===== src/rtl/panel_input.sv =====
// panel_input: synchronizes and debounces the push button and DIP switches, emits press/release/change pulses,
// latches the DIP value on each press and generates a slow step enable. Define PANEL_LONG_PRESS_EN for pb_long.
module panel_input #(
    parameter int DB_CYCLES   = 540000,
    parameter int TICK_N      = 27000000,
    parameter int LONG_CYCLES = 54000000
) (
    input  logic       clk,
    input  logic       rst,
    input  logic       pb,
    input  logic [3:0] DIP,
    output logic       pb_level,
    output logic       pb_press,
    output logic       pb_release,
    output logic [3:0] dip_q,
    output logic       dip_chg,
    output logic [3:0] dip_latch,
    output logic       tick,
    output logic       pb_long
);

    localparam int DBW = (DB_CYCLES > 2) ? $clog2(DB_CYCLES) : 1;
    localparam logic [DBW-1:0] DB_LAST = DBW'(DB_CYCLES - 1);
    localparam int TW = (TICK_N > 2) ? $clog2(TICK_N) : 1;
    localparam logic [TW-1:0] TICK_LAST = TW'(TICK_N - 1);

    if (DB_CYCLES < 2) begin : g_db_check
        $error("DB_CYCLES must be at least 2");
    end
    if (TICK_N < 2) begin : g_tick_check
        $error("TICK_N must be at least 2");
    end
    if (LONG_CYCLES < 1) begin : g_long_check
        $error("LONG_CYCLES must be at least 1");
    end

    typedef enum logic [1:0] {
        UP,
        WAIT_DN,
        DOWN,
        WAIT_UP
    } btn_state_t;

    logic             pb_s1;
    logic             pb_s2;
    logic [3:0]       dip_s1;
    logic [3:0]       dip_s2;
    logic [3:0]       dip_prev;
    logic [DBW-1:0]   dip_cnt;
    logic [DBW-1:0]   db_cnt;
    logic [TW-1:0]    tick_cnt;
    logic [TW-1:0]    tick_cnt_next;
    btn_state_t       state;
    logic             press_now;
    logic             dip_load;

    // Button resyncs as released, DIP as all-zero, so a held button after reset is a fresh press.
    always_ff @(posedge clk or posedge rst) begin
        if (rst) begin
            pb_s1  <= 1'b1;
            pb_s2  <= 1'b1;
            dip_s1 <= '0;
            dip_s2 <= '0;
        end else begin
            pb_s1  <= pb;
            pb_s2  <= pb_s1;
            dip_s1 <= DIP;
            dip_s2 <= dip_s1;
        end
    end

    assign press_now = (state == WAIT_DN) && !pb_s2 && (db_cnt == DB_LAST);
    assign dip_load  = (dip_s2 == dip_prev) && (dip_cnt == DB_LAST) && (dip_s2 != dip_q);

    always_ff @(posedge clk or posedge rst) begin
        if (rst) begin
            state      <= UP;
            db_cnt     <= '0;
            pb_level   <= 1'b0;
            pb_press   <= 1'b0;
            pb_release <= 1'b0;
        end else begin
            pb_press   <= 1'b0;
            pb_release <= 1'b0;
            case (state)
                UP: begin
                    if (!pb_s2) begin
                        state  <= WAIT_DN;
                        db_cnt <= '0;
                    end
                end
                WAIT_DN: begin
                    if (pb_s2) begin
                        state  <= UP;
                        db_cnt <= '0;
                    end else if (db_cnt == DB_LAST) begin
                        state    <= DOWN;
                        db_cnt   <= '0;
                        pb_press <= 1'b1;
                        pb_level <= 1'b1;
                    end else begin
                        db_cnt <= db_cnt + DBW'(1);
                    end
                end
                DOWN: begin
                    if (pb_s2) begin
                        state  <= WAIT_UP;
                        db_cnt <= '0;
                    end
                end
                WAIT_UP: begin
                    if (!pb_s2) begin
                        state  <= DOWN;
                        db_cnt <= '0;
                    end else if (db_cnt == DB_LAST) begin
                        state      <= UP;
                        db_cnt     <= '0;
                        pb_release <= 1'b1;
                        pb_level   <= 1'b0;
                    end else begin
                        db_cnt <= db_cnt + DBW'(1);
                    end
                end
                default: begin
                    state  <= UP;
                    db_cnt <= '0;
                end
            endcase
        end
    end

    // Stability counter saturates; a commit only happens when the settled vector differs from dip_q.
    always_ff @(posedge clk or posedge rst) begin
        if (rst) begin
            dip_prev <= '0;
            dip_cnt  <= '0;
            dip_q    <= '0;
            dip_chg  <= 1'b0;
        end else begin
            dip_prev <= dip_s2;
            dip_chg  <= 1'b0;
            if (dip_s2 != dip_prev) begin
                dip_cnt <= '0;
            end else if (dip_cnt == DB_LAST) begin
                if (dip_load) begin
                    dip_q   <= dip_s2;
                    dip_chg <= 1'b1;
                end
            end else begin
                dip_cnt <= dip_cnt + DBW'(1);
            end
        end
    end

    always_ff @(posedge clk or posedge rst) begin
        if (rst) begin
            dip_latch <= '0;
        end else if (press_now) begin
            dip_latch <= dip_load ? dip_s2 : dip_q;
        end
    end

    // Counter restarts the cycle after a press, so the first tick lands TICK_N cycles after pb_press.
    assign tick_cnt_next = pb_press                ? '0 :
                           (tick_cnt == TICK_LAST) ? '0 :
                                                     tick_cnt + TW'(1);

    always_ff @(posedge clk or posedge rst) begin
        if (rst) begin
            tick_cnt <= '0;
            tick     <= 1'b0;
        end else begin
            tick_cnt <= tick_cnt_next;
            tick     <= (tick_cnt_next == TICK_LAST) && !press_now;
        end
    end

`ifdef PANEL_LONG_PRESS_EN
    localparam int LW = $clog2(LONG_CYCLES + 1);
    localparam logic [LW-1:0] LONG_LAST = LW'(LONG_CYCLES - 1);
    localparam logic [LW-1:0] LONG_FULL = LW'(LONG_CYCLES);

    logic [LW-1:0] hold_cnt;

    // Hold time pauses during a release bounce and saturates after the single pulse.
    always_ff @(posedge clk or posedge rst) begin
        if (rst) begin
            hold_cnt <= '0;
            pb_long  <= 1'b0;
        end else begin
            pb_long <= 1'b0;
            if (press_now) begin
                hold_cnt <= '0;
            end else if (state == DOWN) begin
                if (hold_cnt == LONG_LAST) begin
                    hold_cnt <= LONG_FULL;
                    pb_long  <= 1'b1;
                end else if (hold_cnt != LONG_FULL) begin
                    hold_cnt <= hold_cnt + LW'(1);
                end
            end else if (state == UP || state == WAIT_DN) begin
                hold_cnt <= '0;
            end
        end
    end
`else
    assign pb_long = 1'b0;
`endif

endmodule

===== config.mk =====
export PLATFORM = sky130hd
export DESIGN_NAME = panel_input
export DESIGN_NICKNAME = d
export VERILOG_FILES = /design/src/rtl/panel_input.sv
export SDC_FILE = /design/constraint.sdc
export NUM_CORES = 1
export LEC_CHECK = 0
export ABC_AREA = 1
export ABC_CLOCK_PERIOD_IN_PS = 5650
export CORE_AREA = 2 2 107 109
export CTS_CLUSTER_SIZE = 14
export DETAILED_ROUTE_END_ITERATION = 10
export DIE_AREA = 0 0 109 111
export REMOVE_ABC_BUFFERS = 1
export SLEW_MARGIN = 20
export SYNTH_ARGS = -nofsm -noshare
export SYNTH_HDL_FRONTEND = slang
export SYNTH_SLANG_ARGS = --single-unit

===== constraint.sdc =====
create_clock -name clk -period 5.65 [get_ports clk]
set_input_delay 0.8475 -clock clk [delete_from_list [all_inputs] [get_ports clk]]
set_output_delay 0.8475 -clock clk [all_outputs]
set_load 0.01 [all_outputs]

==> flow_summary.rst, run 1 <==
.. list-table::
   :header-rows: 1

   * - Metric
     - Value
   * - Clock insertion delay at the later pin of the skew report
     - 350 ps
   * - Fin Setup TNS
     - 0 ps
   * - Power share of the sequential group
     - 50.8%
   * - GRT Util Overall
     - 19.6%
   * - Area Overhead vs Synth
     - 12.7%
   * - Initial antenna violation count
     - 0
   * - Post-detail-place hpwl
     - 7940 um
   * - Worst Clk Skew
     - 6.06 ps
   * - Worst IR Drop VDD
     - 256 uV
   * - Placeable core region
     - 0.0111 mm2
   * - Number of diodes added for antenna fixing
     - 0
   * - Hold bufs inserted after CTS
     - 0
   * - Worst path setup slack after routing
     - 3380 ps
   * - Fraction of power consumed by the clock network
     - 43.0%
   * - Area of the die
     - 0.0121 mm2
   * - Flip-flop and latch count after synthesis
     - 94
   * - Setup-failing EPs final
     - 0
   * - H-tree levels
     - 3
   * - Logic pwr share
     - 6.2%
   * - Number of cells on the worst reg-to-reg path
     - 8
   * - Dpl ws
     - 3260 ps
   * - Worst max-slew margin expressed relative to the limit
     - 57.2%
   * - DR DRC count
     - 0
   * - Post-placement cell area
     - 0.00535 mm2
   * - Fraction of final layout cells sized beyond drive strength 1
     - 8.96%
   * - Via count of the first global-routing pass
     - 4,040
   * - Clock transition time at the flip-flop clock pins of the worst setup and hold paths
     - 70 ps
   * - Resized Gates After CTS
     - 0
   * - Worst hold margin
     - 351 ps
   * - # port buffers
     - 19
   * - Number of buffers and inverters on the critical path
     - 1
   * - Root Buffer Master
     - sky130_fd_sc_hd__clkbuf_16
   * - Tot Pwr
     - 1390 uW
   * - Number of detailed-routing iterations run before antenna repair
     - 5
   * - Post-route antenna net violation count
     - 0
   * - Leading cell types in the layout, fill and taps excluded
     - sky130_fd_sc_hd__nand2_1, sky130_fd_sc_hd__nor2_1, sky130_fd_sc_hd__dfrtp_1, sky130_fd_sc_hd__inv_1, sky130_fd_sc_hd__nand3_1
   * - Sequential area share after synthesis
     - 47.1%
   * - Status
     - finished clean
   * - Summed instance area of the synthesized netlist
     - 0.00500 mm2
   * - Number of buffers inserted to repair setup after CTS
     - 0
   * - Startpoint type of the worst setup path
     - register
   * - Cells along the critical path
     - clkdlybuf4s50_1
   * - Switching Fraction
     - 25.6%
   * - Number of clock buffers inserted by TritonCTS
     - 9
   * - Residual overflow from global routing
     - 0
   * - Layout Cell Area excl Fill
     - 0.00564 mm2
   * - Switching power
     - 355 uW
   * - Longest Clk Path Bufs
     - 2
   * - Worst-Margin Slew
     - 642 ps
   * - Cell Int Power
     - 1030 uW
   * - Category of the critical setup timing path
     - register to output pin
   * - Clock period minus worst slack
     - 2270 ps
   * - Fin crit share
     - 40.2%
   * - Number of instances on the worst hold path
     - 0
   * - Max Fanout on Critical Path
     - 7
   * - Leakage power summed over all cells
     - 0.00249 uW
   * - Highest achievable clock rate
     - 441 MHz
   * - Type of element capturing the critical path
     - output pin
   * - Die X
     - 109 um
   * - Number of design-rule violations left by the first detailed-router iteration
     - 177
   * - Post-synthesis area per instance
     - 7.82 um2
   * - Max-capacitance violation count
     - 0
   * - Slowest CP cell
     - sky130_fd_sc_hd__clkdlybuf4s50_1
   * - Asr flop ratio synth
     - 100%
   * - Cells after synthesis
     - 640
   * - RSZ-0062 raised after global routing
     - no
   * - CP delay by family, top
     - buffers and inverters
   * - Weighted congestion at the end of routability-driven global placement
     - 0.856
   * - Sinks on the clock net
     - 94
   * - Distinct cell type count of the synthesized netlist
     - 44
   * - Number of flops mapped to enable cells by yosys
     - 0
   * - Final Max Slew Viols
     - 0
   * - Wirelength, routed
     - 10,800 um
   * - Critical Path AT
     - 1420 ps
   * - Number of hold violations in the final report
     - 0
   * - Tightest Hold Check Type
     - register to register
   * - Detail-routed via count per cell
     - 5.12
   * - Maximum number of pins on one net before global-route repair
     - 54
   * - Y dimension of the die
     - 111 um
   * - Most common cell after layout, fill and taps aside
     - sky130_fd_sc_hd__nand2_1
   * - Largest incremental delay on the critical path
     - 590 ps
   * - Placement Rows
     - 39
   * - I/O Pins
     - 21
   * - Global-route wire length before repair
     - 18,800 um
   * - Via count
     - 4,159
   * - Wire length per cell after detailed routing
     - 13.3 um
   * - Cell area power density
     - 246 mW/mm2
   * - Initial core utilization
     - 45.2%
   * - Critical path required time
     - 4800 ps
   * - Predominant post-synthesis flop cell
     - sky130_fd_sc_hd__dfrtp_1
   * - CTS tree
     - yes
   * - Yosys synthesis warning count
     - 0
   * - Levels on crit path
     - 1
   * - Final-stage net count
     - 675
==> sequential cells by signal, summed over array words and instances (netlist names), 4 cells and up, named ones only <==
register,count
db_cnt,20
dip_s2,4
dip_prev,4
dip_latch,4
tick_cnt,25
dip_q,4
dip_s1,4
dip_cnt,20
==> stage by stage <==
step,utilization (%),std cells
2_1_floorplan,-,634
3_3_place_gp,48.3,797
3_5_place_dp,48.3,797
4_1_cts,50.9,813
5_1_grt,50.9,813
6_report,50.9,813
==> kinds of logic after synthesis <==
family	count (synthesis)	share of synthesized area [%]
simple gates	372	34.0
flops	94	47.1
buf+inv	82	6.47
compound gates	66	7.78
xor+xnor	22	3.85
fa+ha+maj	3	0.750
other cells	1	0.0749
==> synthesized netlist by cell type (2+ instances only) <==
cell	count	area (um2)
sky130_fd_sc_hd__nand2_1	146	548
sky130_fd_sc_hd__nor2_1	98	368
sky130_fd_sc_hd__dfrtp_1	92	2300
sky130_fd_sc_hd__inv_1	72	270
sky130_fd_sc_hd__nand3_1	52	260
sky130_fd_sc_hd__o21ai_0	21	105
sky130_fd_sc_hd__a21oi_1	20	100
sky130_fd_sc_hd__xor2_1	18	158
sky130_fd_sc_hd__nand4_1	14	87.6
sky130_fd_sc_hd__nor3_1	14	70.1
sky130_fd_sc_hd__nand2_2	10	62.6
sky130_fd_sc_hd__nor2_2	9	56.3
sky130_fd_sc_hd__nor2_4	8	90.1
sky130_fd_sc_hd__o21bai_1	6	45.0
sky130_fd_sc_hd__o22ai_1	5	31.3
sky130_fd_sc_hd__inv_2	4	15.0
sky130_fd_sc_hd__nor3_2	4	40.0
sky130_fd_sc_hd__o31ai_1	4	30.0
sky130_fd_sc_hd__xnor2_1	4	35.0
sky130_fd_sc_hd__a31oi_1	3	18.8
sky130_fd_sc_hd__and2_1	3	18.8
sky130_fd_sc_hd__ha_1	3	37.5
sky130_fd_sc_hd__nand3b_1	3	22.5
sky130_fd_sc_hd__or2_2	3	18.8
sky130_fd_sc_hd__buf_4	2	15.0
sky130_fd_sc_hd__clkbuf_1	2	7.51
sky130_fd_sc_hd__dfstp_2	2	52.6
sky130_fd_sc_hd__nor4_1	2	12.5
==> layer usage <==
metal | global-route usage [%] | up-vias | share of wire (%)
met1 | 25.0 | 1956 | 45
met3 | 5.41 | 8 | 4.3
li1 | - | 2119 | -
met4 | 5.30 | 0 | 0.96
met2 | 32.5 | 76 | 49
met5 | 0 | - | 0
==> worst paths after layout <==
| check | start | to | slack, ps |
|---|---|---|---|
| max | pb_press$_DFF_PP0_ | pb_press | 3380 |
| min | pb_s1$_DFF_PP1_ | pb_s2$_DFF_PP1_ | 350 |
| max reg2reg | dip_s2[0]$_DFF_PP0_ | dip_latch[0]$_DFFE_PP0P_ | 3640 |
| min reg2reg | pb_s1$_DFF_PP1_ | pb_s2$_DFF_PP1_ | 350 |
| max in group asynchronous | rst | tick_cnt[21]$_DFF_PP0_ | 3710 |
| min in group asynchronous | rst | dip_latch[0]$_DFFE_PP0P_ | 930 |
==> final cells by class <==
| type | instances | area, um2 |
|---|---|---|
| timing repair buffer | 20 | 198 |
| fill | 1073 | 5440 |
| tap | 143 | 179 |
| sequential | 94 | 2350 |
| inverter | 76 | 288 |
| multi-input combinational | 464 | 2330 |
| clock buffer | 10 | 239 |
| clock inverter | 6 | 53.8 |
==> power groups by stage <==
stage,Sequential [uW],Clock [uW],Combinational (uW)
after detailed placement,717,0,89.0
after global routing,706,645,101
after floorplan,712,0,61.4
after global placement,716,0,87.6
after CTS,703,615,89.5
final,703,596,86.4
No activity file was read; power rests on OpenSTA's default activity.
==> run 2, diff against run 1 <==
ABC_CLOCK_PERIOD_IN_PS = 1850   (was 5650)
PLACE_DENSITY = 0.65   (was default)
clock period = 1.85 ns   (was 5.65 ns; I/O delays follow)
==> run 2 against run 1 <==
Non-clock buffer count increased by 16. Critical endpoint is now tick$_DFF_PP0_. Largest cell class unchanged. Global-route usage increased by 0.65 points. Design area increased by 2.9%. Sequential power increased to 3.1 times the previous value. Highest routed layer unchanged. Power increased to 3.1 times the previous value. Combinational power increased to 3.6 times the previous value. Register-to-register slack got worse by 3500 ps. Die area unchanged. Clock skew increased by 5.2 ps.
==> flow_summary.rst, run 2 (synthesized netlist as in run 1, its figures left out) <==
.. list-table::
   :header-rows: 1

   * - Metric
     - Value
   * - Status
     - finished clean
   * - Number of diodes added for antenna fixing
     - 0
   * - Critical Path AT
     - 1950 ps
   * - Filler Cell Count
     - 1,028
   * - Detail-routed via count per cell
     - 5.16
   * - Number of design-rule violations left by the first detailed-router iteration
     - 311
   * - Worst hold margin
     - 240 ps
   * - Initial antenna violation count
     - 0
   * - # port buffers
     - 19
   * - Fin crit share
     - 91.4%
   * - Via count
     - 4,275
   * - Worst setup path startpoint
     - tick_cnt[4]$_DFF_PP0_
   * - H-tree levels
     - 3
   * - Initial core utilization
     - 45.2%
   * - Highest achievable clock rate
     - 591 MHz
   * - Post-route antenna net violation count
     - 0
   * - Worst IR Drop VDD
     - 554 uV
   * - Placement Rows
     - 39
   * - Post-detail-place hpwl
     - 8490 um
   * - Fraction of final layout cells sized beyond drive strength 1
     - 11.7%
   * - Worst Clk Skew
     - 11.2 ps
   * - Multi-input gate area in the final layout
     - 0.00235 mm2
   * - Longest Clk Path Bufs
     - 2
   * - I/O Pins
     - 21
   * - Setup-failing EPs final
     - 0
   * - Weighted congestion at the end of routability-driven global placement
     - 0.974
   * - Final Max Slew Viols
     - 0
   * - Largest registers
     - tick_cnt x25, db_cnt x20, dip_cnt x20
   * - Max Fanout on Critical Path
     - 6
   * - Leading cell types in the layout, fill and taps excluded
     - sky130_fd_sc_hd__nand2_1, sky130_fd_sc_hd__nor2_1, sky130_fd_sc_hd__dfrtp_1, sky130_fd_sc_hd__inv_1, sky130_fd_sc_hd__nand3_1
   * - Via count of the first global-routing pass
     - 4,209
   * - Type of element capturing the critical path
     - register
   * - Maximum number of pins on one net before global-route repair
     - 29
   * - Wirelength, routed
     - 11,200 um
   * - GRT Util Overall
     - 20.3%
   * - Die X
     - 109 um
   * - Fin Setup TNS
     - 0 ps
   * - Most common cell after layout, fill and taps aside
     - sky130_fd_sc_hd__nand2_1
   * - Hold bufs inserted after CTS
     - 0
   * - Number of hold violations in the final report
     - 0
   * - Tot Pwr
     - 4250 uW
   * - Number of clock buffers inserted by TritonCTS
     - 9
   * - Residual overflow from global routing
     - 0
   * - Register bank with the most flops
     - tick_cnt
   * - DR DRC count
     - 0
   * - Tightest Hold Check Type
     - input port to asynchronous set/reset pin
   * - Leakage power summed over all cells
     - 0.00257 uW
   * - Number of detailed-routing iterations run before antenna repair
     - 5
   * - Critical register-to-register path startpoint
     - tick_cnt[4]$_DFF_PP0_
   * - Sequential cell area in the final layout
     - 0.00235 mm2
   * - Max-capacitance violation count
     - 0
   * - Root Buffer Master
     - sky130_fd_sc_hd__clkbuf_16
   * - Y dimension of the die
     - 111 um
   * - Clock period minus worst slack
     - 1690 ps
   * - Clock insertion delay at the later pin of the skew report
     - 350 ps
   * - Final-stage net count
     - 691
   * - Sinks on the clock net
     - 94
   * - Critical path required time
     - 2100 ps
   * - Wire length per cell after detailed routing
     - 13.5 um
   * - Clock transition time at the flip-flop clock pins of the worst setup and hold paths
     - 80 ps
   * - Startpoint type of the worst setup path
     - register
   * - Flip-flop count of the largest register, all copies and words added
     - 25
   * - Global-route wire length before repair
     - 19,300 um
   * - Cell area power density
     - 732 mW/mm2
   * - Area of the die
     - 0.0121 mm2
   * - CTS tree
     - yes
   * - Placeable core region
     - 0.0111 mm2
   * - Category of the critical setup timing path
     - register to register
   * - Area Overhead vs Synth
     - 15.9%
## run 2: cell count changes in the layout (fill, tap and decap cells not counted), moves of 2 or more
cell	before	now
sky130_fd_sc_hd__buf_12	0	2
sky130_fd_sc_hd__buf_4	1	15
sky130_fd_sc_hd__ha_1	3	1
sky130_fd_sc_hd__ha_2	0	2
## run 2: what timing repair did
action / 4_1_cts / 5_1_grt
gates resized for setup: 0 / 9
setup buffers: 0 / 3
setup endpoints to repair: 0 / 15
## run 2: layout make-up
cell class                 instances  area share [%]
multi-input combinational        464            40.5
clock inverter                     7            1.06
clock buffer                       9            3.88
sequential                        94            40.6
timing repair buffer              36            5.91
tap                              143            3.09
inverter                          76            5.01
## run 2: where the power goes
group | total (uW) | switching, uW | internal (uW)
Sequential | 2150 | 41.7 | 2100
Clock | 1790 | 854 | 939
Combinational | 307 | 207 | 101
## run 2: worst max-delay path, cell delays in order, from the launching register on
cell and delay (ps):
sky130_fd_sc_hd__dfrtp_1 410, sky130_fd_sc_hd__nand2_1 130, sky130_fd_sc_hd__nor2_2 160, sky130_fd_sc_hd__nand2_2 120, sky130_fd_sc_hd__inv_2 110, sky130_fd_sc_hd__nand3_1 180, sky130_fd_sc_hd__nand2_4 150, sky130_fd_sc_hd__nor2_1 40
sky130_fd_sc_hd__o21ai_0 100, sky130_fd_sc_hd__nor2_1 80, sky130_fd_sc_hd__nand2_1 60, sky130_fd_sc_hd__nor2_1 30
## run 2: worst paths after layout
path | cells after the start | to | slack, ps
hold / removal | 2 | dip_cnt[8]$_DFFE_PP0N_ | 240
hold reg to reg | 0 | dip_s2[0]$_DFF_PP0_ | 350
max in group asynchronous | 3 | db_cnt[9]$_DFFE_PP0P_ | 1110
setup reg to reg | 11 | tick$_DFF_PP0_ | 160
min in group clk | 1 | pb_s1$_DFF_PP1_ | 340
setup / recovery | 11 | tick$_DFF_PP0_ | 160
## run 2: per-layer routing
metal  share of wire, %  vias up  global-route usage [%]
li1                   -     2150                       -
met1                 46     2007                    26.4
met2                 47       95                    31.9
met3                4.4       23                    5.11
met4                2.7        0                    8.46
met5                  0        -                       0
## run 2: stage by stage
step	setup slack (ps)	utilization (%)	instances	instance area (um2)
after global placement	157	49.4	810	5470
after detailed placement	104	49.4	810	5470
after floorplan	-873	-	634	4970
after CTS	87.0	51.9	826	5750
final	159	52.4	829	5800
after global routing	-7.95	52.4	829	5800
==> run 3, diff against run 2 <==
CAP_MARGIN = 40   (was default)
CTS_BUF_LIST = sky130_fd_sc_hd__clkbuf_4   (was default)
==> run 3 against run 2 <==
Die area is the same. Sequential share of layout area is 0.86 points higher. Clock power down 40%. Design area down 2.0%. Clock skew up 16 ps. Flip-flop and latch count is the same. Critical path type is now register to output pin. Largest cell class unchanged.
==> flow_summary.rst, run 3 (synthesized netlist as in run 1, its figures left out) <==
.. list-table::
   :header-rows: 1

   * - Metric
     - Value
   * - Placeable core region
     - 0.0111 mm2
   * - DR DRC count
     - 0
   * - Weighted congestion at the end of routability-driven global placement
     - 0.974
   * - Fraction of final layout cells sized beyond drive strength 1
     - 12.9%
   * - Critical Path AT
     - 1460 ps
   * - Sinks on the clock net
     - 94
   * - Initial antenna violation count
     - 0
   * - Tightest Hold Check Type
     - input port to asynchronous set/reset pin
   * - Hold bufs inserted after CTS
     - 0
   * - Cell area power density
     - 625 mW/mm2
   * - Critical register-to-register path startpoint
     - dip_cnt[0]$_DFFE_PP0N_
   * - Register bank with the most flops
     - tick_cnt
   * - Number of buffers and inverters on the critical path
     - 1
   * - Status
     - finished clean
   * - Fin crit share
     - 93.9%
   * - Flip-flop count of the largest register, all copies and words added
     - 25
   * - Met3 Use GR
     - 3.70%
   * - Y dimension of the die
     - 111 um
   * - Largest incremental delay on the critical path
     - 560 ps
   * - GRT Util Overall
     - 20.1%
   * - Max-capacitance violation count
     - 0
   * - Slack of the worst reg-to-reg path
     - 160 ps
   * - Longest Clk Path Bufs
     - 2
   * - Initial core utilization
     - 45.2%
   * - Clock transition time at the flip-flop clock pins of the worst setup and hold paths
     - 160 ps
   * - Startpoint type of the worst setup path
     - register
   * - Final-stage net count
     - 696
   * - Routing usage on met2
     - 31.4%
   * - CP delay by family, top
     - buffers and inverters
   * - Post-route antenna net violation count
     - 0
   * - Final Max Slew Viols
     - 0
   * - # port buffers
     - 19
   * - Number of diodes added for antenna fixing
     - 0
   * - I/O Pins
     - 21
   * - Placement Rows
     - 39
   * - Via count
     - 4,283
   * - Maximum number of pins on one net before global-route repair
     - 29
   * - Area Overhead vs Synth
     - 13.6%
   * - CTS tree
     - yes
   * - Clock insertion delay at the later pin of the skew report
     - 480 ps
   * - Wirelength, routed
     - 11,200 um
   * - Worst path setup slack after routing
     - 112 ps
   * - Number of design-rule violations left by the first detailed-router iteration
     - 260
   * - Largest registers
     - tick_cnt x25, db_cnt x20, dip_cnt x20
   * - Slowest CP cell
     - sky130_fd_sc_hd__clkdlybuf4s50_1
   * - Setup-failing EPs final
     - 0
   * - Area of the die
     - 0.0121 mm2
   * - Detail-routed via count per cell
     - 5.14
   * - Max Fanout on Critical Path
     - 3
   * - Type of element capturing the critical path
     - output pin
   * - Number of detailed-routing iterations run before antenna repair
     - 5
   * - Cells along the critical path
     - clkdlybuf4s50_1
   * - Category of the critical setup timing path
     - register to output pin
   * - Number of cells on the worst reg-to-reg path
     - 9
   * - Worst hold margin
     - 92.1 ps
   * - Wire length per cell after detailed routing
     - 13.4 um
   * - Most common cell after layout, fill and taps aside
     - sky130_fd_sc_hd__nand2_1
   * - Root Buffer Master
     - sky130_fd_sc_hd__clkbuf_4
   * - Leading cell types in the layout, fill and taps excluded
     - sky130_fd_sc_hd__nand2_1, sky130_fd_sc_hd__nor2_1, sky130_fd_sc_hd__dfrtp_1, sky130_fd_sc_hd__inv_1, sky130_fd_sc_hd__nand3_1
   * - Critical path required time
     - 1570 ps
   * - Filler Cell Count
     - 1,047
   * - Tot Pwr
     - 3560 uW
   * - Via count of the first global-routing pass
     - 4,187
   * - Number of clock buffers inserted by TritonCTS
     - 9
   * - Worst IR Drop VDD
     - 456 uV
   * - Residual overflow from global routing
     - 0
   * - Post-detail-place hpwl
     - 8490 um
   * - Capturing point of the worst reg2reg path
     - dip_q[2]$_DFFE_PP0P_
   * - Dpl ws
     - 104 ps
   * - Die X
     - 109 um
   * - Clock period minus worst slack
     - 1740 ps
   * - Grt peak-use layer
     - met2
   * - Highest achievable clock rate
     - 575 MHz
   * - Leakage power summed over all cells
     - 0.00253 uW
   * - Number of hold violations in the final report
     - 0
   * - Global-route wire length before repair
     - 19,200 um
   * - GR Layer Usage met1
     - 26.9%
   * - Worst Clk Skew
     - 27.5 ps
   * - Final design utilization
     - 51.3%
   * - H-tree levels
     - 3
-- run 3: per-layer routing --
metal	part of all wire (%)	vias up
met1	47	2013
met4	2.7	0
met5	0	-
met3	3.5	24
met2	47	87
li1	-	2159
-- run 3: power by group --
part | internal [uW] | switching, uW | total [uW]
sequential | 2110 | 39.9 | 2150
combinational | 112 | 213 | 325
clock | 305 | 780 | 1080
-- run 3: layout make-up --
| class | instances | area, um2 | share of cell area (%) |
|---|---|---|---|
| flip-flops and latches | 94 | 2360 | 41.5 |
| multi-input cells | 464 | 2350 | 41.4 |
| repair buffers | 41 | 379 | 6.67 |
| inverters | 76 | 290 | 5.11 |
| well taps | 143 | 179 | 3.15 |
| clock buffers | 9 | 67.6 | 1.19 |
| clock inverters | 7 | 61.3 | 1.08 |
-- run 3: timing repair --
item,4_1_cts,5_1_grt
endpoints found under the setup margin,1,17
buffers inserted,0,8
resized for setup,1,13
pin swaps,0,1
cloned,0,0
-- run 3: how the worst max path moves through the flow --
| stage | to | depth (start not counted) | start | slack (ps) |
|---|---|---|---|---|
| floorplan | asynchronous set/reset pin | 1 | rst | -870 |
| global placement | tick$_DFF_PP0_ | 12 | tick_cnt[0]$_DFF_PP0_ | 160 |
| detailed placement | tick$_DFF_PP0_ | 11 | tick_cnt[0]$_DFF_PP0_ | 100 |
| CTS | dip_q[3] | 1 | dip_q[3]$_DFFE_PP0P_ | 70 |
| global route | dip_latch[2]$_DFFE_PP0P_ | 11 | dip_cnt[0]$_DFFE_PP0N_ | -20 |
| finish | dip_q[3] | 1 | dip_q[3]$_DFFE_PP0P_ | 110 |
-- run 3: per-stage QoR --
stage               std cells  setup TNS [ps]  area, um2
finish                    834               0       5690
global route              834           -26.0       5690
CTS                       826               0       5600
detailed placement        810               0       5470
global placement          810               0       5470
floorplan                 634          -80780       4970
